## config.mk

```make
export PLATFORM = sky130hd
export DESIGN_NAME = pwm_multichannel_peripheral
export DESIGN_NICKNAME = d
export VERILOG_FILES = /design/src/rtl/pwm_multichannel_peripheral.sv
export SDC_FILE = /design/constraint.sdc
export NUM_CORES = 1
export LEC_CHECK = 0
export BUFFER_PORTS_ARGS = -buffer_cell sky130_fd_sc_hd__buf_2
export CAP_MARGIN = 10
export CELL_PAD_IN_SITES_DETAIL_PLACEMENT = 0
export CELL_PAD_IN_SITES_GLOBAL_PLACEMENT = 1
export CORE_UTILIZATION = 31
export CTS_CLUSTER_SIZE = 25
export DETAILED_ROUTE_END_ITERATION = 10
export GPL_TIMING_DRIVEN = 0
export PLACE_DENSITY_LB_ADDON = 0.15
export SYNTH_ARGS = -nofsm -noshare
export SYNTH_HDL_FRONTEND = slang
export SYNTH_SLANG_ARGS = --single-unit
```

## constraint.sdc

```tcl
create_clock -name clk -period 2.3 [get_ports clk]
set_input_delay 0.23 -clock clk [delete_from_list [all_inputs] [get_ports clk]]
set_output_delay 0.23 -clock clk [all_outputs]
set_load 0.1 [all_outputs]
```

## src/rtl/pwm_multichannel_peripheral.sv

```systemverilog
// rtl/pwm_multichannel_peripheral.sv - NUM_CH-channel PWM with double-buffered duty, period and prescaler
module pwm_multichannel_peripheral #(
    parameter int NUM_CH  = 16,
    parameter int PRESC_W = 4
) (
    input  logic              clk,
    input  logic              rst_n,
    input  logic              wr_en,
    input  logic [6:0]        wr_addr,
    input  logic [7:0]        wr_data,
    input  logic [6:0]        rd_addr,
    output logic [7:0]        rd_data,
    output logic [NUM_CH-1:0] out,
    output logic              period_end
);
    localparam int NB = NUM_CH / 8;
    localparam logic [6:0] ADDR_PERIOD = 7'(2 * NB);
    localparam logic [6:0] ADDR_PRESC  = 7'(2 * NB + 1);
    localparam logic [6:0] ADDR_STATUS = 7'(2 * NB + 2);
    localparam int DUTY_BASE = 2 * NB + 3;

    logic [NUM_CH-1:0]  r_en_out;
    logic [NUM_CH-1:0]  r_en_pwm;
    logic [7:0]         r_period;
    logic [PRESC_W-1:0] r_presc;
    logic [7:0]         r_duty [NUM_CH];

    logic [7:0]         r_period_act;
    logic [PRESC_W-1:0] r_presc_act;
    logic [7:0]         r_duty_act [NUM_CH];

    logic [PRESC_W-1:0] r_pcnt;
    logic [7:0]         r_cnt;
    logic [NUM_CH-1:0]  r_out;
    logic               r_period_end;
    logic               r_upd_pending;

    logic               w_tick;
    logic               w_boundary;
    logic               w_duty_hit;
    logic               w_upd_wr;
    logic [NUM_CH-1:0]  w_out_next;

    assign w_tick     = (r_pcnt == r_presc_act);
    assign w_boundary = w_tick && (r_cnt == r_period_act);

    always_comb begin
        w_duty_hit = 1'b0;
        for (int i = 0; i < NUM_CH; i++) begin
            if (wr_addr == 7'(DUTY_BASE + i)) w_duty_hit = 1'b1;
        end
    end

    assign w_upd_wr = wr_en && ((wr_addr == ADDR_PERIOD) || (wr_addr == ADDR_PRESC) || w_duty_hit);

    // Shadow registers: written directly by the bus, visible on readback
    always_ff @(posedge clk or negedge rst_n) begin
        if (!rst_n) begin
            r_en_out <= '0;
            r_en_pwm <= '0;
            r_period <= '0;
            r_presc  <= '0;
            for (int i = 0; i < NUM_CH; i++) r_duty[i] <= '0;
        end else if (wr_en) begin
            for (int b = 0; b < NB; b++) begin
                if (wr_addr == 7'(b))      r_en_out[b*8 +: 8] <= wr_data;
                if (wr_addr == 7'(NB + b)) r_en_pwm[b*8 +: 8] <= wr_data;
            end
            if (wr_addr == ADDR_PERIOD) r_period <= wr_data;
            if (wr_addr == ADDR_PRESC)  r_presc  <= wr_data[PRESC_W-1:0];
            for (int i = 0; i < NUM_CH; i++) begin
                if (wr_addr == 7'(DUTY_BASE + i)) r_duty[i] <= wr_data;
            end
        end
    end

    always_comb begin
        w_out_next = '0;
        for (int i = 0; i < NUM_CH; i++) begin
            w_out_next[i] = r_en_out[i] && (!r_en_pwm[i] || (r_cnt < r_duty_act[i]));
        end
    end

    // Active copies load from the pre-write shadow, so a colliding write waits a full period
    always_ff @(posedge clk or negedge rst_n) begin
        if (!rst_n) begin
            r_period_act  <= '0;
            r_presc_act   <= '0;
            for (int i = 0; i < NUM_CH; i++) r_duty_act[i] <= '0;
            r_pcnt        <= '0;
            r_cnt         <= '0;
            r_out         <= '0;
            r_period_end  <= 1'b0;
            r_upd_pending <= 1'b0;
        end else begin
            r_pcnt       <= w_tick ? '0 : r_pcnt + PRESC_W'(1);
            if (w_tick) r_cnt <= (r_cnt == r_period_act) ? 8'd0 : r_cnt + 8'd1;
            r_out        <= w_out_next;
            r_period_end <= w_boundary;
            if (w_boundary) begin
                r_period_act <= r_period;
                r_presc_act  <= r_presc;
                for (int i = 0; i < NUM_CH; i++) r_duty_act[i] <= r_duty[i];
            end
            if (w_upd_wr)        r_upd_pending <= 1'b1;
            else if (w_boundary) r_upd_pending <= 1'b0;
        end
    end

    always_comb begin
        rd_data = '0;
        for (int b = 0; b < NB; b++) begin
            if (rd_addr == 7'(b))      rd_data = r_en_out[b*8 +: 8];
            if (rd_addr == 7'(NB + b)) rd_data = r_en_pwm[b*8 +: 8];
        end
        if (rd_addr == ADDR_PERIOD) rd_data = r_period;
        if (rd_addr == ADDR_PRESC)  rd_data = 8'(r_presc);
        if (rd_addr == ADDR_STATUS) rd_data = {7'd0, r_upd_pending};
        for (int i = 0; i < NUM_CH; i++) begin
            if (rd_addr == 7'(DUTY_BASE + i)) rd_data = r_duty[i];
        end
    end

    assign out        = r_out;
    assign period_end = r_period_end;

endmodule

```

== Word level (Yosys, flattened, before mapping) ==
Index checks and enable logic that the tools add are counted.

* Add/subtract/negate cells: 2
* $lt $le $gt $ge: 16
* Eq/ne operators: 45
* Mux-type cells: 43
* Reductions and logical operators: 77

{| class="wikitable"
|+ Operator list
! cell !! count
|-
| 2-to-1 mux 8 bit || 24
|-
| < comparator 8 bit || 16
|-
| equality test 7 x 4 -> 1 bit, second input constant || 16
|-
| equality test 7 x 5 -> 1 bit, second input constant || 14
|-
| equality test 7 x 3 -> 1 bit, second input constant || 7
|-
| AND reduction 2 bit || 22
|-
| equality test 7 x 2 -> 1 bit, second input constant || 4
|-
| logical AND 1 bit || 18
|-
| logical OR 1 bit || 18
|-
| 2-to-1 mux 1 bit || 18
|-
| zero test 1 bit || 16
|-
| equality test 7 x 1 -> 1 bit, second input constant || 2
|-
| zero test 7 bit || 2
|-
| adder 8 x 1 -> 8 bit, second input constant || 1
|-
| equality test 8 bit || 1
|-
| adder 4 x 1 -> 4 bit, second input constant || 1
|-
| equality test 4 bit || 1
|-
| 2-to-1 mux 4 bit || 1
|-
| nonzero test 2 bit || 1
|}

* Flip-flop bits (word level): 342
* Input port bits: 25
* Output and inout port bits: 25
* Word-level logic and storage cells: 228

== Logic depth before layout (Yosys ltp) ==
Gate-level depths: netlist (run 1).

* Depth in word-level cells: 24
* Gate-level depth with buffers: 9
* Mapped depth without buffers: 7

== Least setup slack after synthesis (run 1) ==
Ideal clock, no wire load.

* Path kind: input -> output
* Start: input port rd_addr[6]
* End: output port rd_data[1]
* Arrival: 3602 ps
* Required time: 2070 ps
* Slack: -1532 ps
* Stages on the path: 8
* Path buffers: 2
* Path through: or3_1 buf_6 nor2_1 buf_2 o21ai_0 o211ai_1 nor2_1 a211oi_1

* Word-level cells in the longest chain between the ends: 24
* Elaborated cells on any way between the ends: 46
* Those cells by class: 22 x eq/ne; 23 x mux; 1 x reduce/logical

{| class="wikitable"
|+ Ends and longest elaborated chain
! element !! RTL line !! text
|-
| start: declaration || 11 || <nowiki>input logic [6:0] rd_addr,</nowiki>
|-
| zero test 7 bit || 113 || <nowiki>if (rd_addr == 7'(b)) rd_data = r_en_out[b*8 +: 8];</nowiki>
|-
| 2-to-1 mux 8 bit || 113 ||
|-
| 2-to-1 mux 8 bit || 114 || <nowiki>if (rd_addr == 7'(NB + b)) rd_data = r_en_pwm[b*8 +: 8];</nowiki>
|-
| 2-to-1 mux 8 bit || 113 ||
|-
| 2-to-1 mux 8 bit || 114 ||
|-
| 2-to-1 mux 8 bit || 116 || <nowiki>if (rd_addr == ADDR_PERIOD) rd_data = r_period;</nowiki>
|-
| 2-to-1 mux 8 bit || 117 || <nowiki>if (rd_addr == ADDR_PRESC) rd_data = 8'(r_presc);</nowiki>
|-
| 2-to-1 mux 8 bit || 118 || <nowiki>if (rd_addr == ADDR_STATUS) rd_data = {7'd0, r_upd_pending};</nowiki>
|-
| 2-to-1 mux 8 bit (15 in series) || 120 || <nowiki>if (rd_addr == 7'(DUTY_BASE + i)) rd_data = r_duty[i];</nowiki>
|-
| 2-to-1 mux 8 bit * || 120 ||
|-
| end: declaration || 12 || <nowiki>output logic [7:0] rd_data,</nowiki>
|}

Every way passes the cells marked *; elsewhere a longest branch is shown, timed or not.

== Final worst setup path (run 1) ==
* Start: register r_en_pwm[13]
* End: output port rd_data[5]

* Word-level cells in the longest chain between the ends: 20

{| class="wikitable"
|+ Ends and longest elaborated chain
! element !! RTL line !! text
|-
| start: declaration || 23 || <nowiki>logic [NUM_CH-1:0] r_en_pwm;</nowiki>
|-
| start signal: indexed assignment || 67 || <nowiki>if (wr_addr == 7'(NB + b)) r_en_pwm[b*8 +: 8] <= wr_data;</nowiki>
|-
| 2-to-1 mux 8 bit || 114 ||
|-
| 2-to-1 mux 8 bit || 116 ||
|-
| 2-to-1 mux 8 bit || 117 ||
|-
| 2-to-1 mux 8 bit || 118 ||
|-
| 2-to-1 mux 8 bit (16 in series) || 120 ||
|}

No other way between the ends.

==> summary.md, run 1 <==
| Metric | Value |
|---|---|
| Post-route minimum period | 2750 ps |
| Reg2reg start | r_cnt[5] |
| Pwr Density | 1140 nW/um2 |
| Slew Viols, Final | 0 |
| Reg-to-reg endpoint | r_duty_act[39] |
| Pin count of the biggest net entering global routing | roughly 110 |
| CTS tree | done |
| Synth Instances | 1,500 |
| CP Cell Sequence | mux4_2 > a32oi_2 > a21o_1 > a31oi_2 > a221o_2 > buf_12 |
| Primary FF master, synth | dfrtp_1 |
| Via density | 5.13 |
| Final HPWL DP | 46,800 um |
| Row count | 88 |
| WS Path Type | register to output pin |
| Slew margin rel. | approximately 23% |
| Slew @ Worst Pin | 1160 ps |
| Most frequent cells in the layout | dfrtp_1 (318), mux2_2 (199), inv_1 (120) |
| Antenna violations before repair | 0 |
| R2R depth | 7 |
| Critical Path RT | 2070 ps |
| Post-DP Area | 19,800 um2 |
| Die Footprint | 60,100 um2 |
| Unique masters post-synth | 70 |
| Max-Cap Viols | 0 |
| #FFs+latches synth | 342 |
| Total routed wirelength | ~66,000 um |
| Share of cells above drive strength 1 | between 30% and 40% |
| Finished Layout Cells | 2,447 |
| Overall Power | 25,500 uW |
| Critical path endpoint category | output pin |
| CTS Buf Count | 42 |
| Global route overflow | 0 |
| # clock sinks | ~340 |
| Syn nets | 1,639 |
| Via count | 12,600 |
| Type of origin of the critical path | register |
| Critical path data arrival time | roughly 2500 ps |
| Buffer depth of the longest clock path | 3 |
| First-pass GRT wire length | 96,000 um |
| DP Cell Count | 2,314 |
| Fillers | 5,590 |
| Sequential element share of the synthesized area | 46.7% |
| Hold Violations, Final | 0 |
| Clock-pin slew on the worst setup and hold paths | 60 ps |
| Starting Density | 31.6% |
| Remaining antenna violation count after routing | 0 |
| Status | finished, violations left |
| Crit path to | rd_data[5] |
| Crit path from | r_en_pwm[13] |
| Ys Warns | 0 |
| Post-synth EDFFs | 0 |
| Static Leak | ~0.010 uW |
| Worst Skew | around 14 ps |
| H-tree depth | 2 |
| DR pass1 iterations | 5 |
| Cell at the slowest stage of the critical path | mux4_2 |
| Layout area overhead | 21.6% |
| Clock root buffer | clkbuf_16 |
| Fin crit share | 119% |
| Syn_area_per_cell | 12.2 um2 |
| Failing checks | setup timing |
| Nets@finish | 1,789 |
| Vias in the first global route | roughly 13,000 |
| Final setup margin | -448 ps |
| Gr usage total | 22.5% |
| Synth Cell Area | between 15,000 and 20,000 um2 |
| Cell area after layout | 22,300 um2 |
| Worst-Skew Late Latency | 570 ps |
| Peak supply drop | 566 uV |
| Die Ht | 245 um |
| Worst Hold Class | input port to async pin |
| Core area | 58,000 um2 |
| DR iter-0 viols | 786 |
| Endpoints failing setup | 8 |
| I/O pins | 50 |
| Post-route setup TNS | -2470 ps |
| Largest stage delay, worst path | 500 ps |
| DRC viols | 0 |
| Synth async-reset ratio | 100% |
| RSZ-0062 raised after global routing | true |
| Routed WL per cell | 27.1 um |
| Reg-to-reg slack, setup | approximately 90 ps |
| Worst-path fanout max | 2 |
| Most common cell after layout, fill and taps aside | dfrtp_1 |
| Placer Congestion | 0.950 |
| Fmax | 0.364 GHz |
| Port buffer count | 42 |
| Die width | 245 um |
==> metal layers <==
layer / vias up / global-route usage [%] / wire length (um)
li1: 5762 / - / -
met1: 6451 / 32.5 / 32200
met2: 270 / 35.2 / 30100
met3: 80 / 3.12 / 2540
met4: 0 / 5.92 / 1620
met5: - / 0 / 0
==> flip-flops by register name (all words and copies together), names as in the netlist, 8 cells and up <==
name          count
r_period_act      8
out              16
r_duty_act      128
r_period          8
r_duty          128
r_en_out         16
r_cnt             8
r_en_pwm         16
==> cells by family after synthesis <==
logic type                 synth area share, %
DFF                                       46.7
muxes                                     23.1
AOI/OAI and AO/OA                         10.8
and+or+nand+nor                           6.01
buffers and inverters                     4.84
adders and majority gates                 7.79
xor gates and xnor gates                 0.670
==> through the flow <==
| step | setup slack [ps] | utilization, % | hold WS, ps |
|---|---|---|---|
| after floorplan | -338 | - | -65.6 |
| after global placement | -6230 | 33.8 | 472 |
| after detailed placement | -1130 | 34.1 | 107 |
| after CTS | -550 | 38.0 | 92.3 |
| after global routing | -510 | 38.4 | 113 |
| final | -448 | 38.4 | 116 |
==> how the worst min path moves through the flow <==
stage	from	end	cells after the start
2_1_floorplan	rst_n	out[0]	0
3_3_place_gp	r_duty_act[40]	r_duty_act[40]	2
3_5_place_dp	rst_n	out[9]	1
4_1_cts	rst_n	r_duty_act[81]	2
5_1_grt	rst_n	out[9]	2
6_report	rst_n	out[9]	2
==> where the power goes <==
group,total [uW],internal [uW],switching [uW]
logic,9980,5150,4830
registers,8670,7570,1100
clock network,6800,4080,2720
total,25500,16800,8650
==> Yosys cell counts (6+ instances only) <==
cell / count / area (um2)
a211oi_1: 6 / 45.0
a21o_1: 51 / 383
a21oi_1: 47 / 235
a22oi_1: 7 / 52.6
a31oi_1: 10 / 62.6
and3_1: 7 / 43.8
buf_2: 18 / 90.1
buf_6: 16 / 180
clkbuf_1: 34 / 128
dfrtp_1: 342 / 8560
ha_1: 114 / 1430
inv_1: 120 / 450
mux2_1: 20 / 225
mux2_2: 199 / 2240
mux2_4: 100 / 1500
mux2i_1: 11 / 110
mux4_2: 7 / 158
nand2_1: 65 / 244
nand2b_1: 21 / 131
nand3_1: 19 / 95.1
nor2_1: 26 / 97.6
nor2b_1: 9 / 56.3
nor3_1: 28 / 140
o211ai_1: 18 / 135
o21a_1: 16 / 120
o21ai_0: 59 / 295
o221a_2: 16 / 180
o22ai_1: 15 / 93.8
xnor2_1: 13 / 114
==> cell type report <==
cell class	count	area, um2	share of cell area [%]
diodes	2	5.00	0.0225
clock inverters	19	241	1.08
flip-flops and latches	342	8610	38.7
inverters	122	464	2.08
well taps	765	957	4.30
clock buffers	55	1150	5.16
repair buffers	107	1030	4.65
plain buffers	72	557	2.50
multi-input cells	963	9250	41.5
==> timing repair <==
item,in CTS,in global routing
pin swaps,18,18
endpoints found under the setup margin,168,122
gates resized for setup,112,36
hold endpoints to repair,243,0
setup buffers,37,12
hold buffers,9,0
==> worst max-delay path: cells and delay by family (launching register included) <==
family / cells / cell delay (ps)
AO/OA/AOI/OAI: 4 / 850
multiplexers: 1 / 500
flip-flops: 1 / 420
buffers and inverters: 1 / 180
Note: power is estimated with default switching activity, not from simulation.
==> run 2: changes to the inputs <==
--- a/config.mk
+++ b/config.mk
@@ -12,7 +12,6 @@
 export CORE_UTILIZATION = 31
 export CTS_CLUSTER_SIZE = 25
 export DETAILED_ROUTE_END_ITERATION = 10
-export GPL_TIMING_DRIVEN = 0
 export PLACE_DENSITY_LB_ADDON = 0.15
 export SYNTH_ARGS = -nofsm -noshare
 export SYNTH_HDL_FRONTEND = slang
==> summary.md, run 2 (same netlist as run 1, synthesis figures left out) <==
| Metric | Value |
|---|---|
| Via count | 12,600 |
| Max-Cap Viols | 0 |
| Final setup margin | -448 ps |
| Row count | 88 |
| Fillers | about 5,600 |
| Fmax | 0.364 GHz |
| Reg-to-reg endpoint | r_duty_act[16] |
| Pin count of the biggest net entering global routing | 78 |
| DR iter-0 viols | 800 |
| CTS tree | done |
| First-pass GRT wire length | 93,400 um |
| Die width | between 200 and 250 um |
| H-tree depth | 2 |
| Total routed wirelength | about 63,000 um |
| Hold Startpoint | wr_en |
| Layout area overhead | 22.1% |
| Area used by multi-input combinational logic | between 9000 and 10,000 um2 |
| R2R depth | 5 |
| RSZ-0062 raised after global routing | true |
| Most common cell after layout, fill and taps aside | dfrtp_1 |
| Share of cells above drive strength 1 | 39.7% |
| Final HPWL DP | 45,100 um |
| Critical path data arrival time | 2520 ps |
| DR pass1 iterations | 7 |
| Slew @ Worst Pin | between 700 and 800 ps |
| Via density | about 5.0 |
| Post-route setup TNS | -2040 ps |
| CTS Buf Count | 42 |
| Vias in the first global route | 12,900 |
| Core area | between 50,000 and 60,000 um2 |
| Die Footprint | 60,100 um2 |
| Most frequent cells in the layout | dfrtp_1 (328), mux2_2 (197), buf_4 (178) |
| Reg2reg start | r_cnt[2] |
| Worst Skew | 10.3 ps |
| Pre-CTS setup slack | -382 ps |
| Fin crit share | 119% |
| Post-route minimum period | 2750 ps |
| I/O pins | 50 |
| Antenna violations before repair | 1 |
| Endpoints failing setup | 8 |
| Gr usage total | 21.5% |
| Worst-Skew Late Latency | 560 ps |
| Buffer depth of the longest clock path | 3 |
| Nets@finish | 1,844 |
| Slew margin rel. | 48.9% |
| Critical path endpoint category | output pin |
| # diodes | 0 |
| Routed WL per cell | roughly 25 um |
| Hold Violations, Final | 0 |
| Hold depth | 5 |
| Pwr Density | roughly 1100 nW/um2 |
| WS Path Type | register to output pin |
| Worst Hold End | r_upd_pending |
| Type of origin of the critical path | register |
| Global route overflow | 0 |
| Reg-to-reg slack, setup | roughly 80 ps |
| Largest registers | r_duty: 128 flops, r_duty_act: 128 flops |
| FF+latch area | between 8000 and 9000 um2 |
| Static Leak | 0.0107 uW |
| Peak supply drop | 960 uV |
| Slew Viols, Final | 0 |
| DRC viols | 0 |
| Failing checks | setup timing |
| Port buffer count | 49 |
| Starting Density | 31.6% |
| # clock sinks | about 340 |
| Remaining antenna violation count after routing | 0 |
| Clock-pin slew on the worst setup and hold paths | 60 ps |
| Status | finished, violations left |
| Final core utilization | about two fifths |
| Worst-path fanout max | 2 |
| Critical Path RT | 2070 ps |
| Placer Congestion | 0.919 |
| Clock root buffer | clkbuf_16 |
| Worst Hold Class | input port to register |
| Die Ht | approximately 250 um |
run 2: changes by cell type in the layout (fill, tap and decap cells not counted), moves of 6 or more:
| cell | change |
|---|---|
| dfrtp_1 | +10 |
| clkbuf_1 | -22 |
| dlygate4sd3_1 | -8 |
| dfrtp_4 | -7 |
| clkbuf_2 | -8 |
| buf_6 | -25 |
| buf_8 | -6 |
| clkinv_2 | -9 |
| buf_4 | +130 |
| buf_16 | -7 |
run 2: what timing repair did:
item | CTS | global route
hold buffers | 1 | 0
buffers inserted | 10 | 6
endpoints found under the hold margin | 59 | 0
pin swaps | 18 | 8
setup endpoints to repair | 8 | 8
resized for setup | 46 | 14
run 2: report_power, final:
| group | switching, uW | internal (uW) |
|---|---|---|
| registers | 1090 | 7560 |
| clock network | 2640 | 4130 |
| logic | 4370 | 4800 |
| total | 8100 | 16500 |
run 2: metrics by stage:
stage                     total power (uW)  hold slack [ps]  area [um2]  std cells
after floorplan                      15700            -65.6       18500       1500
after global placement               17800              297       20600       2410
after detailed placement             17900              293       20600       2410
after CTS                            24900              143       22300       2492
after global routing                 26200              254       22400       2497
final                                24600              162       22400       2497
run 2: final cells by class:
cell class              instances  share of cell area [%]
clock inverters                 7                   0.520
well taps                     765                    4.28
clock buffers                  64                    5.70
repair buffers                234                    8.30
multi-input cells             963                    40.8
inverters                     122                    2.05
flip-flops and latches        342                    38.3
run 2: worst max path at each step:
| stage | from | end | slack (ps) | cells past startpoint |
|---|---|---|---|---|
| 5_1_grt | r_en_out[13] | rd_data[5] | -480 | 6 |
| 2_1_floorplan | rd_addr[1] | rd_data[3] | -340 | 8 |
| 3_3_place_gp | rd_addr[1] | rd_data[4] | -360 | 10 |
| 4_1_cts | r_en_out[13] | rd_data[5] | -490 | 6 |
| 6_report | r_en_pwm[13] | rd_data[5] | -450 | 6 |
| 3_5_place_dp | rd_addr[1] | rd_data[2] | -380 | 10 |
run 2: worst max-delay path, cell delays in order, from the launching register on:
cell,delay (ps)
dfrtp_2,450
mux4_2,490
a32oi_2,190
a21o_1,170
a31oi_4,120
a221o_2,370
buf_12,180
run 2: routing by layer:
layer,track usage (%),part of all wire (%),vias up
met3,2.54,2.9,63
met2,33.9,46,202
met5,0,0.016,-
met1,31.4,50,6449
li1,-,-,5853
met4,4.21,1.5,2
